[src/rtl/huffman_encoder_if.sv]
// Symbol handshake and serial bit-line bundle for the Huffman encoder.
// The master side presents symbols and consumes the serial bitstream.
interface huffman_encoder_if;
  logic [2:0] sym;
  logic       sym_valid;
  logic       sym_ready;
  logic       x;
  logic       x_valid;
  logic       err;

  modport master (
    output sym,
    output sym_valid,
    input  sym_ready,
    input  x,
    input  x_valid,
    input  err
  );

  modport slave (
    input  sym,
    input  sym_valid,
    output sym_ready,
    output x,
    output x_valid,
    output err
  );
endinterface

[src/rtl/huffman_encoder.sv]
// Serial Huffman encoder: symbols 1..6 become prefix-free codewords, MSB first, one bit per clock.
// Define HUFF_ENC_STATS_EN to add the 16-bit wrapping bit_count_o counter of emitted bits.
module huffman_encoder (
  input  logic              clk,
  input  logic              reset,
`ifdef HUFF_ENC_STATS_EN
  output logic [15:0]       bit_count_o,
`endif
  huffman_encoder_if.slave  bus
);

  typedef enum logic {IDLE, SHIFT} state_t;

  state_t     state_q, state_d;
  logic [3:0] shreg_q, shreg_d;
  logic [2:0] rem_q, rem_d;
  logic       err_q, err_d;

  logic [3:0] codeWord;
  logic [2:0] codeLen;
  logic       symLegal;
  logic       symAccept;

  // Codewords are stored left-aligned so the next bit is always shreg_q[3].
  always_comb begin
    codeWord = 4'b0000;
    codeLen  = 3'd0;
    symLegal = 1'b1;
    case (bus.sym)
      3'd1: begin codeWord = 4'b0000; codeLen = 3'd1; end
      3'd2: begin codeWord = 4'b1010; codeLen = 3'd3; end
      3'd3: begin codeWord = 4'b1000; codeLen = 3'd3; end
      3'd4: begin codeWord = 4'b1110; codeLen = 3'd3; end
      3'd5: begin codeWord = 4'b1101; codeLen = 3'd4; end
      3'd6: begin codeWord = 4'b1100; codeLen = 3'd4; end
      default: symLegal = 1'b0;
    endcase
  end

  assign bus.sym_ready = (state_q == IDLE) || (rem_q == 3'd1);
  assign symAccept     = bus.sym_valid && bus.sym_ready;

  // An accept on the last bit overrides the shift so the next codeword follows with no gap.
  always_comb begin
    state_d = state_q;
    shreg_d = shreg_q;
    rem_d   = rem_q;
    err_d   = 1'b0;
    if (state_q == SHIFT) begin
      shreg_d = {shreg_q[2:0], 1'b0};
      rem_d   = rem_q - 3'd1;
      if (rem_q == 3'd1) begin
        state_d = IDLE;
      end
    end
    if (symAccept) begin
      if (symLegal) begin
        shreg_d = codeWord;
        rem_d   = codeLen;
        state_d = SHIFT;
      end else begin
        shreg_d = 4'b0000;
        rem_d   = 3'd0;
        state_d = IDLE;
        err_d   = 1'b1;
      end
    end
  end

  always_ff @(posedge clk or posedge reset) begin
    if (reset) begin
      state_q <= IDLE;
      shreg_q <= 4'b0000;
      rem_q   <= 3'd0;
      err_q   <= 1'b0;
    end else begin
      state_q <= state_d;
      shreg_q <= shreg_d;
      rem_q   <= rem_d;
      err_q   <= err_d;
    end
  end

  // Every codeword shifts out to all zeros, so x is already 0 whenever the line is idle.
  assign bus.x       = shreg_q[3];
  assign bus.x_valid = (state_q == SHIFT);
  assign bus.err     = err_q;

`ifdef HUFF_ENC_STATS_EN
  logic [15:0] bitCount_q;

  always_ff @(posedge clk or posedge reset) begin
    if (reset) begin
      bitCount_q <= 16'd0;
    end else if (state_q == SHIFT) begin
      bitCount_q <= bitCount_q + 16'd1;
    end
  end

  assign bit_count_o = bitCount_q;
`else
  // Statistics disabled: no bit counter is built.
`endif

endmodule

[src/flat_wrapper.sv]
// flat-port wrapper written by rule: the top's interface ports become plain ports
module huffman_encoder_flat 
  (clk, reset, bus_sym, bus_sym_valid, bus_sym_ready, bus_x, bus_x_valid, bus_err);
  huffman_encoder_if bus_i ();
  input  logic clk;
  input  logic reset;
  input wire logic [$bits(bus_i.sym)-1:0] bus_sym;
  input wire logic [$bits(bus_i.sym_valid)-1:0] bus_sym_valid;
  output wire logic [$bits(bus_i.sym_ready)-1:0] bus_sym_ready;
  output wire logic [$bits(bus_i.x)-1:0] bus_x;
  output wire logic [$bits(bus_i.x_valid)-1:0] bus_x_valid;
  output wire logic [$bits(bus_i.err)-1:0] bus_err;
  assign bus_i.sym = bus_sym;
  assign bus_i.sym_valid = bus_sym_valid;
  assign bus_sym_ready = bus_i.sym_ready;
  assign bus_x = bus_i.x;
  assign bus_x_valid = bus_i.x_valid;
  assign bus_err = bus_i.err;
  huffman_encoder u_core (.clk(clk), .reset(reset), .bus(bus_i));
endmodule
[config.mk]
export PLATFORM = sky130hd
export DESIGN_NAME = huffman_encoder_flat
export DESIGN_NICKNAME = d
export VERILOG_FILES = /design/src/rtl/huffman_encoder_if.sv /design/src/rtl/huffman_encoder.sv /design/src/flat_wrapper.sv
export SDC_FILE = /design/constraint.sdc
export NUM_CORES = 1
export LEC_CHECK = 0
export BUFFER_PORTS_ARGS = -buffer_cell sky130_fd_sc_hd__buf_4
export CAP_MARGIN = 5
export CELL_PAD_IN_SITES_DETAIL_PLACEMENT = 0
export CELL_PAD_IN_SITES_GLOBAL_PLACEMENT = 1
export CORE_UTILIZATION = 40
export CTS_CLUSTER_DIAMETER = 30
export DETAILED_ROUTE_END_ITERATION = 7
export PLACE_DENSITY_LB_ADDON = 0.1
export RECOVER_POWER = 25
export REMOVE_ABC_BUFFERS = 1
export SETUP_SLACK_MARGIN = 0.05
export SYNTH_ARGS = -nofsm -noshare
export SYNTH_HDL_FRONTEND = slang
export SYNTH_SLANG_ARGS = --single-unit
[constraint.sdc]
create_clock -name clk -period 1.5 [get_ports clk]
set_input_delay 0.45 -clock clk [delete_from_list [all_inputs] [get_ports clk]]
set_output_delay 0.45 -clock clk [all_outputs]
set_load 0.005 [all_outputs]
==> flow_metrics.tcl, run 1 <==
set metrics [dict create \
    diodes 0 \
    core_area_um2 1380 \
    hold_viol_final 0 \
    end_kind "output pin" \
    finalMaxSlewViolations 0 \
    avgSynthCellArea_um2 9.70 \
    synth_seq_area_share_pct 35.7 \
    setup_viol 1 \
    synthFlopType "dfrtp_1" \
    viasPerCell 5.52 \
    ys_types 29 \
    pin_count 10 \
    synth-edff-count 0 \
    fin_worst_skew_ps 5.99 \
    hpwlAfterDp_um 899 \
    clk_path_buf_depth 2 \
    drtPass1Iterations 4 \
    area_growth_pct 23.6 \
    overflow 0 \
    finalNetCount 88 \
    fp.dieW_um 41.7 \
    r2r_cells 7 \
    grt_max_degree 14 \
    cp_max_fo 2 \
    numPortBuffers 9 \
    clock_latency_ps 270 \
    grt_usage_pct 17.5 \
    rows 13 \
    period_needed_ps 1580 \
    syn_inst 65 \
    hold_ws_ps 147 \
    cts_hold_buf 0 \
    clockRootBuffer "clkbuf_4" \
    drive_above_1_share_pct 41.8 \
    r2r_start "u_core.rem_q[1]" \
    yosys_warnings 0 \
    fin_ws_ps -83.8 \
    grt_pass1_wl_um 2250 \
    cts.clk_slew.worst_paths_ps 70 \
    p_total_mw 1.42 \
    antenna_found_initial 0 \
    final_util_pct 56.4 \
    wl_per_cell_um 13.9 \
    power_density_nw_per_um2 1820 \
    htreeDepth 1 \
    routed_wl_um 1310 \
    critPathLaunchType "flip-flop" \
    synth-seq-cells 9 \
    drv_cap 0 \
    violations "setup timing" \
    synthesis.area_um2 631 \
    gp_congestion 0.774 \
    critPathKind "flip-flop to output pin" \
    cts_tree "built" \
    slew_headroom_pct 75.7 \
    crit_start "u_core.rem_q[1]" \
    final_antenna_net_count 0 \
    max_freq_mhz 631 \
    crit_end "bus_sym_ready" \
    hp-class "input port to asynchronous set/reset pin" \
    cts_sinks 9 \
    instances_no_fill 94 \
    worstPathArrival_ps 1130 \
    async_reset_ff_share_pct 100 \
    dieArea_um2 1740 \
    critPathRequiredTime_ps 1050 \
    numCtsBuffers 3 \
    p_leak_nw 0.357 \
    rsz0062_at_grt "true" \
    r2r_slack_ps 100 \
    dr.first_iter.drc_count 9 \
    via_count 519 \
    status "complete, but fails checks" \
    die_h_um 41.7 \
    grt_pass1_vias 515 \
    finalCritPeriodShare_pct 106 \
    drc 0 \
    ir_drop_v 0.000986 \
    dp.cells 87 \
    rr_endpoint "u_core.rem_q[2]" \
    worstMarginPinSlew_ps 364 \
    initial_core_util_pct 45.6 \
]
## kinds of logic (layout without fill, tap and decap cells)
| logic type | after synthesis | after routing | synth area share [%] |
|---|---|---|---|
| XOR/XNOR | 3 | 3 | 7.14 |
| AO/OA/AOI/OAI | 18 | 18 | 20.8 |
| multiplexers | 2 | 2 | 3.57 |
| buffers and inverters | 9 | 23 | 8.33 |
| adder cells (fa/ha/maj) | 2 | 2 | 3.97 |
| AND/OR/NAND/NOR | 22 | 22 | 20.4 |
| flip-flops | 9 | 9 | 35.7 |
## layer usage
layer  share of wire [%]  global-route usage, %
met5                   0                      0
met2                  43                   25.0
met1                  51                   23.6
met4                 2.5                   10.3
met3                 4.0                   4.35
## cell usage in the layout, fill, tap and decap left out, drive strengths merged
| master | n |
|---|---|
| a21oi | 4 |
| nand3 | 2 |
| nor2 | 5 |
| xnor2 | 3 |
| o21a | 1 |
| inv | 5 |
| o221ai | 1 |
| nand3b | 1 |
| or3 | 1 |
| mux2 | 2 |
| a221oi | 1 |
| and3 | 2 |
| and2 | 1 |
| buf | 13 |
| nor2b | 1 |
| nand2b | 1 |
| a32oi | 1 |
| o21ai | 5 |
| or2b | 1 |
| a211oi | 3 |
| ha | 2 |
| clkbuf | 5 |
| o22ai | 2 |
| nand2 | 7 |
| dfrtp | 9 |
## power by group
group	switching, mW	internal, mW
clock	0.0939	0.103
combinational	0.338	0.430
sequential	0.110	0.342
## flip-flops by register name, indices dropped and copies added (netlist names)
name                flops
u_core.shreg_q          4
u_core.rem_q            3
u_core.bus.err          1
u_core.bus.x_valid      1
## what timing repair did
action	CTS	global route
setup buffers	2	1
gates resized for setup	5	3
pin swaps	1	2
setup endpoints to repair	2	2
## how the worst min path moves through the flow
stage               cells past startpoint                 to  slack, ps   from
floorplan                               1     u_core.bus.err        280  reset
global placement                        2  u_core.shreg_q[3]        450  reset
detailed placement                      2  u_core.shreg_q[3]        460  reset
CTS                                     2     u_core.bus.err        160  reset
global route                            2     u_core.bus.err        190  reset
finish                                  2     u_core.bus.err        150  reset
## area by class of cell
cell class | count | area (um^2)
multi-input cells | 47 | 384
inverters | 5 | 18.8
clock buffers | 4 | 26.3
well taps | 15 | 18.8
fillers | 138 | 603
repair buffers | 14 | 105
flip-flops and latches | 9 | 226
## worst max-delay path: stages (launching register included)
cell     delay [ps]
dfrtp_1         380
inv_2            70
ha_4            130
inv_2            30
o21ai_2         120
buf_4           130
## metrics by stage
step	setup TNS, ps	worst slack (ps)	area (um^2)
6_report	-83.8	-83.8	779
5_1_grt	-140	-140	779
4_1_cts	-117	-117	753
3_5_place_dp	0	105	698
3_3_place_gp	0	127	698
2_1_floorplan	0	201	597
## cells in the mapped netlist (2+ instances only)
cell	count	share of area (%)
dfrtp_1	9	36
nand2_1	7	4.2
inv_1	5	3.0
a21oi_1	4	3.2
nor2_1	4	2.4
buf_4	3	3.6
o21ai_0	3	2.4
a211oi_2	2	4.0
and3_1	2	2.0
ha_1	2	4.0
mux2_2	2	3.6
nand3_1	2	1.6
o21ai_2	2	2.8
o22ai_1	2	2.0
xnor2_1	2	2.8
(Power assumes the default switching activity.)
==> run 2, diff against run 1 <==
--- a/config.mk
+++ b/config.mk
@@ -9,7 +9,7 @@
 export CAP_MARGIN = 5
 export CELL_PAD_IN_SITES_DETAIL_PLACEMENT = 0
 export CELL_PAD_IN_SITES_GLOBAL_PLACEMENT = 1
-export CORE_UTILIZATION = 40
+export CORE_UTILIZATION = 34
 export CTS_CLUSTER_DIAMETER = 30
 export DETAILED_ROUTE_END_ITERATION = 7
 export PLACE_DENSITY_LB_ADDON = 0.1
==> run 2 against run 1 <==
The flow still finishes with violations (setup timing). Worst setup slack gained 26 ps. Combinational power is 8.6% lower. Register-to-register slack barely moved. Global-route usage shrank 1.1 points. Sequential cell count stayed put. Via count is 0.96% lower. Sequential share of layout area is 0.30 points higher. Clock skew decreased by 5.8 ps. First-iteration DRC count is 56% higher. Die area increased by 17%. Final cell count is 9.6% higher. Total power decreased by 4.6%.
==> flow_metrics.tcl, run 2 (synthesis results as in run 1) <==
set metrics [dict create \
    status "complete, but fails checks" \
    violations "setup timing" \
    crit_buf_inv 3 \
    setup_viol 1 \
    rr_endpoint "u_core.rem_q[2]" \
    diodes 0 \
    gp_congestion 0.704 \
    max_freq_mhz 642 \
    dieArea_um2 2030 \
    r2r_start "u_core.rem_q[0]" \
    viasPerCell 4.99 \
    antenna_found_initial 0 \
    clk_path_buf_depth 2 \
    numPortBuffers 9 \
    p_switching_uw 509 \
    via_count 514 \
    critPathLaunchType "flip-flop" \
    ir_drop_v 0.000606 \
    layout_common_cells "12 x buf_4, 7 x nand2_1, 7 x dfrtp_1" \
    seqPwrFrac_pct 33.8 \
    fp.dieW_um 45.1 \
    grt_usage_pct 16.4 \
    finalCritPeriodShare_pct 104 \
    cpMostUsedCell "inv_2" \
    hp-class "input port to asynchronous set/reset pin" \
    comb_power_share_pct 52.0 \
    worstPathArrival_ps 1110 \
    p_leak_nw 0.349 \
    r2r_cells 6 \
    cp_max_fo 2 \
    routed_wl_um 1300 \
    overflow 0 \
    rows 15 \
    final_common_cell "buf_4" \
    pin_count 10 \
    largest_reg_flops 4 \
    crit_chain "inv_2, ha_4, inv_2, o21ai_2, buf_4" \
    power.internal_uw 842 \
    cts.clk_slew.worst_paths_ps 60 \
    drive_above_1_share_pct 42.3 \
    rsz0062_at_grt "true" \
    grt_pass1_vias 460 \
    worstMarginPinSlew_ps 365 \
    finalMaxSlewViolations 0 \
    hold_ws_ps 155 \
    critPathRequiredTime_ps 1050 \
    drv_cap 0 \
    clock_latency_ps 260 \
    power.share.switching_pct 37.7 \
    p_clk_share_pct 14.3 \
    period_needed_ps 1560 \
    die_h_um 45.1 \
    grt_pass1_wl_um 2310 \
    drtPass1Iterations 4 \
    cp_top_family "flip-flops" \
    power_density_nw_per_um2 1740 \
    numCtsBuffers 3 \
    cts_sinks 9 \
    critPathKind "flip-flop to output pin" \
    final_antenna_net_count 0 \
    hold_viol_final 0 \
    fin_ws_ps -57.5 \
    grt_max_degree 14 \
    dp_slack_ps 57.4 \
    clockRootBuffer "clkbuf_4" \
    initial_core_util_pct 36.5 \
    r2r_slack_ps 90 \
    finalNetCount 87 \
    fin_worst_skew_ps 0.205 \
    hpwlAfterDp_um 921 \
    slew_headroom_pct 75.7 \
    cts_tree "built" \
    dr.first_iter.drc_count 14 \
    crit_slowest_cell "dfrtp_1" \
    drc 0 \
    htreeDepth 1 \
    largest_register "u_core.shreg_q" \
    reg_top3 "u_core.shreg_q x4, u_core.rem_q x3" \
    worst_path_largest_cell_delay_ps 370 \
    wl_per_cell_um 12.6 \
    end_kind "output pin" \
    area_growth_pct 23.0 \
    core_area_um2 1730 \
    final_util_pct 44.9 \
]
-- run 2: power by group through the flow --
stage	Clock (mW)	Combinational, mW	Sequential [mW]
after floorplan	0	0.410	0.431
after global placement	0	0.604	0.456
after detailed placement	0	0.603	0.458
after CTS	0.200	0.693	0.458
after global routing	0.209	0.787	0.478
final	0.193	0.702	0.457
-- run 2: worst max path at each step --
stage               depth (start not counted)            start  slack [ps]             to
global placement                            5  u_core.rem_q[1]         100  bus_sym_ready
CTS                                         5  u_core.rem_q[1]         -70  bus_sym_ready
floorplan                                   4  u_core.rem_q[1]         200  bus_sym_ready
global route                                5  u_core.rem_q[1]        -120  bus_sym_ready
finish                                      5  u_core.rem_q[1]         -60  bus_sym_ready
detailed placement                          5  u_core.rem_q[1]          60  bus_sym_ready
-- run 2: worst register-to-register path, stage by stage, from the launching register on --
cell	delay [ps]
dfrtp_2	420
buf_4	150
inv_1	50
ha_2	170
mux2_2	330
nand2_1	60
o221ai_1	100
-- run 2: what timing repair did --
item,in CTS,in global routing
setup endpoints to repair,3,3
pin swaps,1,1
resized for setup,6,2
hold buffers,0,0
setup buffers,3,0
-- run 2: through the flow --
step / instances / TNS (ps) / cell area, um^2 / power (mW)
after global routing: 103 / -115 / 776 / 1.47
after floorplan: 61 / 0 / 597 / 0.841
after CTS: 103 / -73.3 / 767 / 1.35
after global placement: 96 / 0 / 703 / 1.06
after detailed placement: 96 / 0 / 703 / 1.06
final: 103 / -57.5 / 776 / 1.35
-- run 2: cell type report --
class                           count  area, um^2
Fill cell                         186         951
Inverter                            5        18.8
Multi-Input combinational cell     47         374
Tap cell                           25        31.3
Sequential cell                     9         228
Timing Repair Buffer               13        97.6
Clock buffer                        4        26.3
-- run 2: per-layer routing --
metal / wire (um) / up-vias / global-route usage (%)
met2: 556 / 15 / 23.2
met4: 49 / 0 / 12.7
met5: 0 / - / 0
li1: - / 254 / -
met3: 43 / 4 / 1.20
met1: 650 / 241 / 23.0
